### config.mk
export PLATFORM = sky130hd
export DESIGN_NAME = masked_seq_ctrl
export DESIGN_NICKNAME = d
export VERILOG_FILES = /design/src/rtl/masked_seq_pkg.sv /design/src/rtl/masked_seq_ctrl_onehot_ring.sv /design/src/rtl/masked_seq_ctrl.sv
export SDC_FILE = /design/constraint.sdc
export NUM_CORES = 1
export LEC_CHECK = 0
export ABC_AREA = 1
export BUFFER_PORTS_ARGS = -buffer_cell sky130_fd_sc_hd__buf_2
export CAP_MARGIN = 25
export CORE_MARGIN = 2
export CORE_UTILIZATION = 25
export DETAILED_ROUTE_END_ITERATION = 10
export GPL_TIMING_DRIVEN = 0
export MAX_ROUTING_LAYER = met4
export SLEW_MARGIN = 30
export SYNTH_ARGS = -nofsm -noshare
export SYNTH_HDL_FRONTEND = slang
export SYNTH_HIERARCHICAL = 1
export SYNTH_SLANG_ARGS = --single-unit
### constraint.sdc
create_clock -name C -period 3 [get_ports C]
set_input_delay 0.3 -clock C [delete_from_list [all_inputs] [get_ports C]]
set_output_delay 0.3 -clock C [all_outputs]
set_load 0.02 [all_outputs]
### src/rtl/masked_seq_pkg.sv
// Shared types and constants for the masked gadget pipeline sequencer.
// Optional precharge build: define MASKED_SEQ_CLR_EN.
package masked_seq_pkg;

   localparam int ROUND_W    = 8;
   localparam int LAYERS_MIN = 1;
   localparam int LAYERS_MAX = 16;
   localparam int ROUNDS_MIN = 1;
   localparam int ROUNDS_MAX = 255;

   typedef enum logic [1:0] {
      ST_IDLE = 2'b00,
      ST_CLR  = 2'b01,
      ST_RUN  = 2'b10,
      ST_DONE = 2'b11
   } state_e;

   function automatic logic cfg_legal(input int layers, input int rounds);
      return (layers >= LAYERS_MIN) && (layers <= LAYERS_MAX) &&
             (rounds >= ROUNDS_MIN) && (rounds <= ROUNDS_MAX);
   endfunction

   function automatic logic round_is_last(input logic [ROUND_W-1:0] r, input int rounds);
      return r == ROUND_W'(rounds - 1);
   endfunction

endpackage

### src/rtl/masked_seq_ctrl_onehot_ring.sv
// One-hot layer pointer: bit k set means layer k is the next to be enabled.
// Wraps from the top layer back to layer 0 on its own, so a sweep needs no explicit reload.
module onehot_ring
   import masked_seq_pkg::*;
#(
   parameter int LAYERS = 4
) (
   input  logic              C,
   input  logic              R,
   input  logic              step,
   input  logic              clear,
   output logic [LAYERS-1:0] ring
);

   localparam logic [LAYERS-1:0] HOME = LAYERS'(1);

   logic [LAYERS-1:0] ring_q;
   logic [LAYERS-1:0] ring_d;

   // Rotate left by one; with a single layer the pointer simply stays put.
   always_comb begin
      ring_d = ring_q;
      if (clear) begin
         ring_d = HOME;
      end else if (step) begin
         ring_d = (ring_q << 1) | (ring_q >> (LAYERS - 1));
      end
   end

   always_ff @(posedge C or negedge R) begin
      if (!R) begin
         ring_q <= HOME;
      end else begin
         ring_q <= ring_d;
      end
   end

   assign ring = ring_q;

endmodule

### src/rtl/masked_seq_ctrl.sv
// Sequencer stepping masked-gadget register layers, one fresh randomness word per step.
// Define MASKED_SEQ_CLR_EN to add a one-cycle datapath precharge (clr) before each operation.
module masked_seq_ctrl
   import masked_seq_pkg::*;
#(
   parameter int LAYERS = 4,
   parameter int ROUNDS = 10
) (
   input  logic               C,
   input  logic               R,
   input  logic               start,
   input  logic               abort,
   input  logic               rnd_vld,
   output logic               rnd_take,
   output logic [LAYERS-1:0]  en,
   output logic               ld,
   output logic               fb,
`ifdef MASKED_SEQ_CLR_EN
   output logic               clr,
`endif
   output logic               busy,
   output logic               done,
   output logic [ROUND_W-1:0] round
);

   if (!cfg_legal(LAYERS, ROUNDS)) begin : g_cfg_check
      $error("masked_seq_ctrl: LAYERS or ROUNDS outside legal range");
   end

`ifdef MASKED_SEQ_CLR_EN
   localparam state_e ST_FIRST = ST_CLR;
`else
   localparam state_e ST_FIRST = ST_RUN;
`endif

   state_e               state_q, state_d;
   logic [ROUND_W-1:0]   round_q, round_d;
   logic                 busy_q, busy_d;
   logic                 done_q, done_d;

   logic [LAYERS-1:0]    ring;
   logic                 ring_step;
   logic                 ring_clear;
   logic                 fire;
   logic                 last_layer;
   logic                 last_round;
   logic                 in_op;

   onehot_ring #(
      .LAYERS (LAYERS)
   ) u_ring (
      .C     (C),
      .R     (R),
      .step  (ring_step),
      .clear (ring_clear),
      .ring  (ring)
   );

   // A layer step happens only in RUN with fresh randomness and no abort pending.
   assign in_op      = (state_q != ST_IDLE);
   assign fire       = (state_q == ST_RUN) && rnd_vld && !abort;
   assign last_layer = ring[LAYERS-1];
   assign last_round = round_is_last(round_q, ROUNDS);

   always_comb begin
      state_d    = state_q;
      round_d    = round_q;
      ring_step  = fire;
      ring_clear = 1'b0;

      case (state_q)
         ST_IDLE: begin
            if (start && !abort) begin
               state_d    = ST_FIRST;
               round_d    = '0;
               ring_clear = 1'b1;
            end
         end
         ST_CLR: begin
            state_d = ST_RUN;
         end
         ST_RUN: begin
            if (fire && last_layer) begin
               if (last_round) begin
                  state_d = ST_DONE;
               end else begin
                  round_d = round_q + 1'b1;
               end
            end
         end
         ST_DONE: begin
            state_d = ST_IDLE;
         end
      endcase

      // Abort overrides everything outside IDLE and drops the round index.
      if (abort && in_op) begin
         state_d    = ST_IDLE;
         round_d    = '0;
         ring_clear = 1'b1;
      end

      busy_d = (state_d != ST_IDLE);
      done_d = (state_d == ST_DONE);
   end

   always_ff @(posedge C or negedge R) begin
      if (!R) begin
         state_q <= ST_IDLE;
         round_q <= '0;
         busy_q  <= 1'b0;
         done_q  <= 1'b0;
      end else begin
         state_q <= state_d;
         round_q <= round_d;
         busy_q  <= busy_d;
         done_q  <= done_d;
      end
   end

   assign en       = fire ? ring : '0;
   assign rnd_take = fire;
   assign ld       = fire && ring[0] && (round_q == '0);
   assign fb       = fire && ring[0] && (round_q != '0);
`ifdef MASKED_SEQ_CLR_EN
   assign clr      = (state_q == ST_CLR) && !abort;
`endif

   assign busy  = busy_q;
   assign done  = done_q;
   assign round = round_q;

endmodule
==> metrics list, run 1 <==
- Post-layout min period: between 2 and 2.5 ns
- Initial core utilization: around a quarter
- Setup violations remaining at the end of the flow were counted as 0.
- Clock transition at the registers of the reported paths: about 0.070 ns
- Filler cell count in the final layout: around 440
* Net switching power: approximately 0.29 mW
- The initial antenna violation count is 0.
- Across the routed clock network, the largest skew measured is approximately 0.0021 ns.
- The design draws 0.7356 mW.
* Buffers added on ports: 21
- Post-synthesis cell type count: 21
* Number of global-route vias before repair: between 800 and 900
- After layout, the worst setup slack is roughly 0.95 ns.
- Detailed placement finished with a half-perimeter wire length of 1729 um.
- The worst pin sits at a relative slew slack of between 70% and 80%.
- After technology mapping, the gate count stands at between 100 and 150.
* Total number of vias: 915
- Worst reg-to-reg path cell count: 10
* Number of buffers created by CTS: 3
- The tool flagged a number of max-cap violations equal to 0.
- TritonCTS clock tree: done
- Outcome: finished clean
- Number of primary I/O pins: 22
- In this run, the combinational gates consume a little over a third of the power.
- Clock Root Buffer: sky130_fd_sc_hd__clkbuf_8
- Excluding fillers, the count of instances in the completed layout stands at 214.
* Sink of the worst hold path: u_ring/ring[1]$_DFFE_PN0P_
* Highest-count cells in the layout ignoring fill and taps: sky130_fd_sc_hd__nand2_1 (36), sky130_fd_sc_hd__inv_1 (22), sky130_fd_sc_hd__buf_2 (21)
* LEAKAGE: 0.6722 nW
- Full die area: about 4600 um^2
- The number of failing hold endpoints at the final stage came to 0.
- The first global-routing pass estimated ~3800 um of wire.
- The number of placed instances, taps included, is approximately 210.
* Register bit total from synthesis: 16
- Number of DRC violations after detailed-routing iteration 0: 53
* Worst reg2reg path endpoint: round[2]$_DFFE_PN0P_
- The final layout contains around 180 nets.
- # diodes: 0
- Required time at the endpoint of the critical path: approximately 2.7 ns
- OpenSTA, run right after detailed placement, puts the worst setup slack at 1.209 ns.
- Dividing the detail-routed via count by the number of cells gives about 4.3.
* Area after detailed placement: ~1200 um^2
- For this run, design rule violations remaining after detail routing come to 0.
* Mean area per synthesized cell: 7.299 um^2
- Hold Crit Class: in2reg
- After floorplanning, the core was divided into 23 placement rows.
* Share of cells above drive strength 1: around 24%
- Reg power frac: between 30% and 40%
- The die is 67.48 um wide.
- Power per cell area: between 500 and 600 nW/um^2
- Internal Dissipation: about 0.45 mW
* Kind of launch point of the worst setup path: register
- Counting every sink on the clock net gives 16.
- Kind of critical path: reg2out
- Compared with the post-synthesis result, the final layout area differs by 23.11%.
* Buffers from clock root to sink, at most: 2
- Setup repair after global routing left no endpoint under its margin.
- GRT Resource Usage Total: 11.27%
* Share of the clock period used by the worst path: 68.44%
- Sequential area share after synthesis: 39.88%
* Startpoint of the lowest-slack register-to-register path: state_q[0]$_DFF_PN0_
- Reg-to-reg slack, setup: around 1.3 ns
* Pins Over Slew Limit: 0
* Std-Cell Core Area: 3943 um^2
- Net switching is between 30% and 40% of the power.
- Leaving out fill and tap cells, the most frequent cell in the layout is sky130_fd_sc_hd__nand2_1.
- Deepest level of the CTS H-tree: 1
- Instance count along the most critical hold path: 4
* Fmax achieved: 0.4871 GHz
- The number of nets in the synthesized netlist is between 100 and 150.
* Worst path arrival time: roughly 1.8 ns
* Remaining antenna violation count: 0
* Maximum number of pins on one net before global-route repair: 17
* Total Routed Length: 2265 um
- Largest voltage drop on the vdd net: ~0.32 mV
* Fin area: 1240 um^2
* Final-layout setup total negative slack: 0 ns
- Post-CTS setup buffer count: 0
- The floorplan step set the die height to 67.48 um.
- Clock latency on the worst-skew pair: ~0.25 ns
* Post-Synthesis Cell Area: 1007 um^2
- For the pin with the worst max-slew slack, the measured transition is about 0.4 ns.
- Maximum fanout along the worst path: 5
- Number of iterations in the first detailed-routing pass: 5
- Hold Path Origin: abort
* Synth Warn #: 6
* Proportion of power drawn by the clock network: about a quarter
* Category of the worst setup path capture point: output port
- In the final routed layout, each cell accounts on average for 10.58 um.
- At the end of routability-driven placement, the weighted congestion stood at ~0.81.
- For this run the aggregate overflow at the end of global routing stands at 0.
## layer usage
layer  vias up  GRT usage (%)  share of wire [%]
met3         4          3.167                4.3
met1       417          14.83                 50
li1        479              -                  -
met5         -              -                  0
met4         0          2.296               0.79
met2        15          17.28                 45
## logic make-up after synthesis
logic type,share of synthesized area (%)
compound gates,7.577
xor+xnor,1.739
fa+ha+maj,6.211
buf+inv,9.317
flops,39.88
simple gates,35.28
## worst max path at each step
stage / depth (start not counted) / to / slack (ns) / startpoint
floorplan: 6 / ld / 0.86 / state_q[0]$_DFF_PN0_
global placement: 7 / ld / 1.21 / state_q[0]$_DFF_PN0_
detailed placement: 7 / ld / 1.21 / state_q[0]$_DFF_PN0_
CTS: 7 / ld / 0.91 / state_q[0]$_DFF_PN0_
global route: 7 / ld / 0.79 / state_q[0]$_DFF_PN0_
finish: 7 / ld / 0.95 / state_q[0]$_DFF_PN0_
## power groups by stage
stage / Clock [mW] / Sequential, mW / Combinational [mW]
2_1_floorplan: 0 / 0.290 / 0.182
3_3_place_gp: 0 / 0.280 / 0.258
3_5_place_dp: 0 / 0.282 / 0.263
4_1_cts: 0.206 / 0.277 / 0.266
5_1_grt: 0.210 / 0.283 / 0.298
6_report: 0.196 / 0.276 / 0.263
## cell usage after synthesis (all sizes together)
cell type | count | share of area, %
o21ai | 8 | 5.8
dfstp | 1 | 2.6
o21bai | 1 | 0.75
xor2 | 2 | 1.7
a21oi | 2 | 0.99
nand3 | 15 | 7.5
inv | 25 | 9.3
nor2 | 20 | 8.9
nor3 | 1 | 0.50
nand4 | 2 | 1.2
nor4 | 2 | 1.2
dfrtp | 15 | 37
nand3b | 1 | 0.75
ha | 5 | 6.2
nand2 | 38 | 15
## registers in the layout (all words and copies together), names as in the netlist
signal,cells
round,8
busy,1
state_q,2
done,1
u_ring/ring,4
## critical path, stage by stage, from the launching register on
cell,delay [ns]
sky130_fd_sc_hd__dfrtp_1,0.38
sky130_fd_sc_hd__inv_1,0.08
sky130_fd_sc_hd__ha_1,0.25
sky130_fd_sc_hd__nand3_1,0.20
sky130_fd_sc_hd__nor2_1,0.16
sky130_fd_sc_hd__inv_1,0.07
sky130_fd_sc_hd__nor4_1,0.16
sky130_fd_sc_hd__buf_2,0.21
## area by class of cell
type / instances / area [um^2] / share of cell area [%]
inverter: 25 / 93.84 / 7.568
clock buffer: 4 / 55.05 / 4.440
sequential: 16 / 401.6 / 32.39
timing repair buffer: 22 / 115.1 / 9.284
tap: 50 / 62.56 / 5.045
multi-input combinational: 97 / 511.7 / 41.27
## metrics by stage
| stage | hold slack, ns | utilization [%] |
|---|---|---|
| finish | 0.3927 | 31.45 |
| CTS | 0.3872 | 31.45 |
| detailed placement | 0.2598 | 29.80 |
| global placement | 0.2541 | 29.80 |
| floorplan | 0.004409 | - |
| global route | 0.4156 | 31.45 |
## repair_timing
action | CTS | global route
gates resized for setup | 0 | 0
hold buffers | 1 | 0
endpoints found under the hold margin | 15 | 0
setup endpoints to repair | 0 | 0
No activity file was read; power rests on OpenSTA's default activity.
==> inputs of run 2 (changes only) <==
- clock period: 3 -> 1.81 ns (I/O delays scaled with it)
==> run 2 against run 1 <==
Effect of this change:
- largest cell class unchanged
- clock skew is 0.0042 ns higher
- critical endpoint unchanged
- clock power is 43% higher
- sequential share of layout area is 0.67 points lower
- largest power group is now combinational logic
==> metrics list, run 2 (synthesized netlist as in run 1, its figures left out) <==
- Outcome: finished clean (unchanged).
* Number of global-route vias before repair: 892 (was 816)
* Die width: 67.48 um (unchanged)
* Clock skew after layout: 0.006270 ns (was 0.002107 ns)
- The number of buffers and inverters on the critical path is 3 (unchanged).
- LEAKAGE: 0.6707 nW (was 0.6722 nW)
- Internal Dissipation: 0.7279 mW (was 0.4490 mW)
* Growth of design area from synthesis to finish: 25.71% (was 23.11%)
- Required time at the endpoint of the critical path: 1.63 ns (was 2.70 ns)
* Setup slack after placement: 0.1260 ns (was 1.209 ns)
- Category of the worst setup path capture point: output port (unchanged)
- Pins Over Slew Limit: 0 (unchanged)
- Buffers from clock root to sink, at most: 2 (unchanged)
- TritonCTS clock tree: done (unchanged)
- The total design power was 1.207 mW (was 0.7356 mW).
- Final-layout setup total negative slack: 0 ns (unchanged)
- The cell with the biggest individual delay on the critical path is sky130_fd_sc_hd__dfrtp_1 (unchanged).
- The source-to-sink clock delay at the later pin of the worst-skew pair was 0.25 ns (about the same).
* Setup repair after global routing missed its margin: no (unchanged)
* Clock Root Buffer: sky130_fd_sc_hd__clkbuf_8 (unchanged)
- The critical path startpoint category is a register (unchanged).
- The switching share of power came to 39.68% (was 38.96%).
* Top cell family by delay on the critical path: flip-flops (was simple AND/OR/NAND/NOR gates)
* Share of the clock period used by the worst path: ~92%
* Maximum fanout along the worst path: 5 (unchanged)
- Total number of vias: 917 (was 915)
- The most common cell after layout, fill and taps aside is sky130_fd_sc_hd__nand2_1 (unchanged).
* Buffers added on ports: 21 (unchanged)
- The standard-cell row count is 23 (unchanged).
* Share of cells above drive strength 1: 28.05% (was 24.39%)
- The diode insertion count for antenna repair was 0 (unchanged).
* Antenna violations before repair: 0 (unchanged)
* Remaining antenna violation count: 0 (unchanged)
* Net switching power: 0.4788 mW (was 0.2866 mW)
- Ordered list of cells on the worst path: inv_2 -> ha_4 -> nand3_4 -> nor2_2 -> inv_1 -> nor4_2 -> buf_4 (was inv_1 -> ha_1 -> nand3_1 -> nor2_1 -> inv_1 -> nor4_1 -> buf_2).
* Initial core utilization: 25.55% (unchanged)
- Total Routed Length: 2201 um (was 2265 um)
- Number of buffers created by CTS: 3 (unchanged)
- The max-cap violation count was 0 (unchanged).
- Highest-count cells in the layout ignoring fill and taps: sky130_fd_sc_hd__nand2_1 (36), sky130_fd_sc_hd__buf_2 (20), sky130_fd_sc_hd__inv_1 (19) (was sky130_fd_sc_hd__nand2_1 (36), sky130_fd_sc_hd__inv_1 (22), sky130_fd_sc_hd__buf_2 (21))
* Part of the total power dissipated in combinational logic: 38.5% (was 35.7%)
* Proportion of power drawn by the clock network: 23.3% (was 26.7%)
- Number of nets in the layout: 175 (unchanged)
- Total count of hold-check failures in the final report: 0 (unchanged)
- Die Height: 67.48 um (unchanged)
- The arrival time at the worst endpoint was 1.48 ns (was 1.75 ns).
- Vias per inst: 4.285 (was 4.276)
* Full die area: 4553 um^2 (unchanged)
* Final setup margin: 0.1509 ns (was 0.9469 ns)
* Number of iterations in the first detailed-routing pass: 4 (was 5)
- Power per cell area: 952.9 nW/um^2 (was 593.3 nW/um^2)
* Post-layout min period: 1.659 ns
- The number of violations reported at the end of detailed-routing iteration 0 is 42 (was 53).
- Maximum number of pins on one net before global-route repair: 17 (unchanged)
* Dpl hpwl: 1758 um (was 1729 um)
- The largest stage delay on the critical path is 0.39 ns (was 0.38 ns).
- Flip-flop count of the largest register, all copies and words added: 8 (unchanged)
- Clk sink count: 16 (unchanged)
- The routability congestion estimate from global placement came to 0.7961 (was 0.8077).
* Total overflow reported by the global router: 0 (unchanged)
- The part of the power in registers is 38.2% (was 37.6%).
- The category of the critical setup timing path was reg2out (unchanged).
- The number of setup buffers added after CTS is 0 (unchanged).
- The slew at the pin closest to its max-slew limit came to 0.3866 ns (was 0.3984 ns).
* Largest voltage drop on the vdd net: 0.3381 mV (was 0.3196 mV)
- The area of the placeable core was 3943 um^2 (unchanged).
- Drt wl/cell: 10.29 um (was 10.58 um)
- The clock transition at the register clock pins on the worst setup and hold paths after CTS is 0.07 ns (about the same).
- Number of primary I/O pins: 22 (unchanged)
- Worst slew margin relative to its limit: 74.23% (was 73.44%)
* Hold Crit Class: in2reg (unchanged)
* Final setup violation count: 0 (unchanged)
* Global-route wire length before repair: 3836 um (was 3760 um)
- The global-route total usage across every layer came to 11.68% (was 11.27%).
- Number of remaining DRC errors: 0 (unchanged)
* Deepest level of the CTS H-tree: 1 (unchanged)
* Fmax achieved: between 0.6 and 0.7 GHz
-- run 2: cell counts in the layout (fill, tap and decap cells not counted) --
Identical to the previous run, type by type.
-- run 2: area by class of cell --
| cell class | count | area (um^2) |
|---|---|---|
| fill | 444 | 2676 |
| multi-input combinational | 97 | 545.5 |
| sequential | 16 | 401.6 |
| timing repair buffer | 22 | 117.6 |
| inverter | 25 | 93.84 |
| tap | 50 | 62.56 |
| clock buffer | 4 | 45.04 |
-- run 2: timing repair --
item / CTS / global route
endpoints found under the hold margin: 15 / 0
endpoints found under the setup margin: 2 / 2
gates resized for setup: 4 / 5
hold buffers: 1 / 0
-- run 2: power by group through the flow --
stage               Combinational (mW)  Clock [mW]  Sequential (mW)
detailed placement               0.439           0            0.464
CTS                              0.459       0.291            0.461
finish                           0.465       0.281            0.461
global placement                 0.430           0            0.462
global route                     0.527       0.312            0.472
floorplan                        0.304           0            0.480
-- run 2: per-stage QoR --
step | cells | hold slack (ns) | util (%) | instance area (um^2)
after detailed placement | 209 | 0.1342 | 29.96 | 1181
after floorplan | 138 | -0.1146 | - | 1013
after CTS | 214 | 0.2710 | 31.86 | 1256
after global routing | 214 | 0.2980 | 32.12 | 1266
final | 214 | 0.2746 | 32.12 | 1266
after global placement | 209 | 0.1332 | 29.96 | 1181
-- run 2: layer usage --
metal | up-vias | part of all wire [%] | track usage (%)
met4 | 0 | 1.8 | 5.102
met3 | 5 | 4.9 | 3.167
met2 | 18 | 44 | 17.28
met1 | 412 | 49 | 14.89
met5 | - | 0 | -
li1 | 482 | - | -
-- run 2: path summary, 6_finish.rpt --
path / from / to / slack, ns / cells past startpoint
max reg2reg: state_q[1]$_DFF_PN0_ / round[2]$_DFFE_PN0P_ / 0.20 / 9
max in group asynchronous: R / u_ring/ring[0]$_DFFE_PN1P_ / 1.11 / 2
min reg2reg: u_ring/ring[0]$_DFFE_PN1P_ / u_ring/ring[0]$_DFFE_PN1P_ / 0.48 / 2
min in group asynchronous: R / round[4]$_DFFE_PN0P_ / 0.37 / 2
min: abort / u_ring/ring[2]$_DFFE_PN0P_ / 0.27 / 4
max: state_q[0]$_DFF_PN0_ / ld / 0.15 / 7
-- run 2: worst register-to-register path, delay by kind of cell, from the launching register on --
kind / cells / cell delay [ns]
DFF: 1 / 0.39
and+or+nand+nor: 5 / 0.66
AOI/OAI and AO/OA: 1 / 0.14
adders and majority gates: 1 / 0.26
buffers and inverters: 2 / 0.11
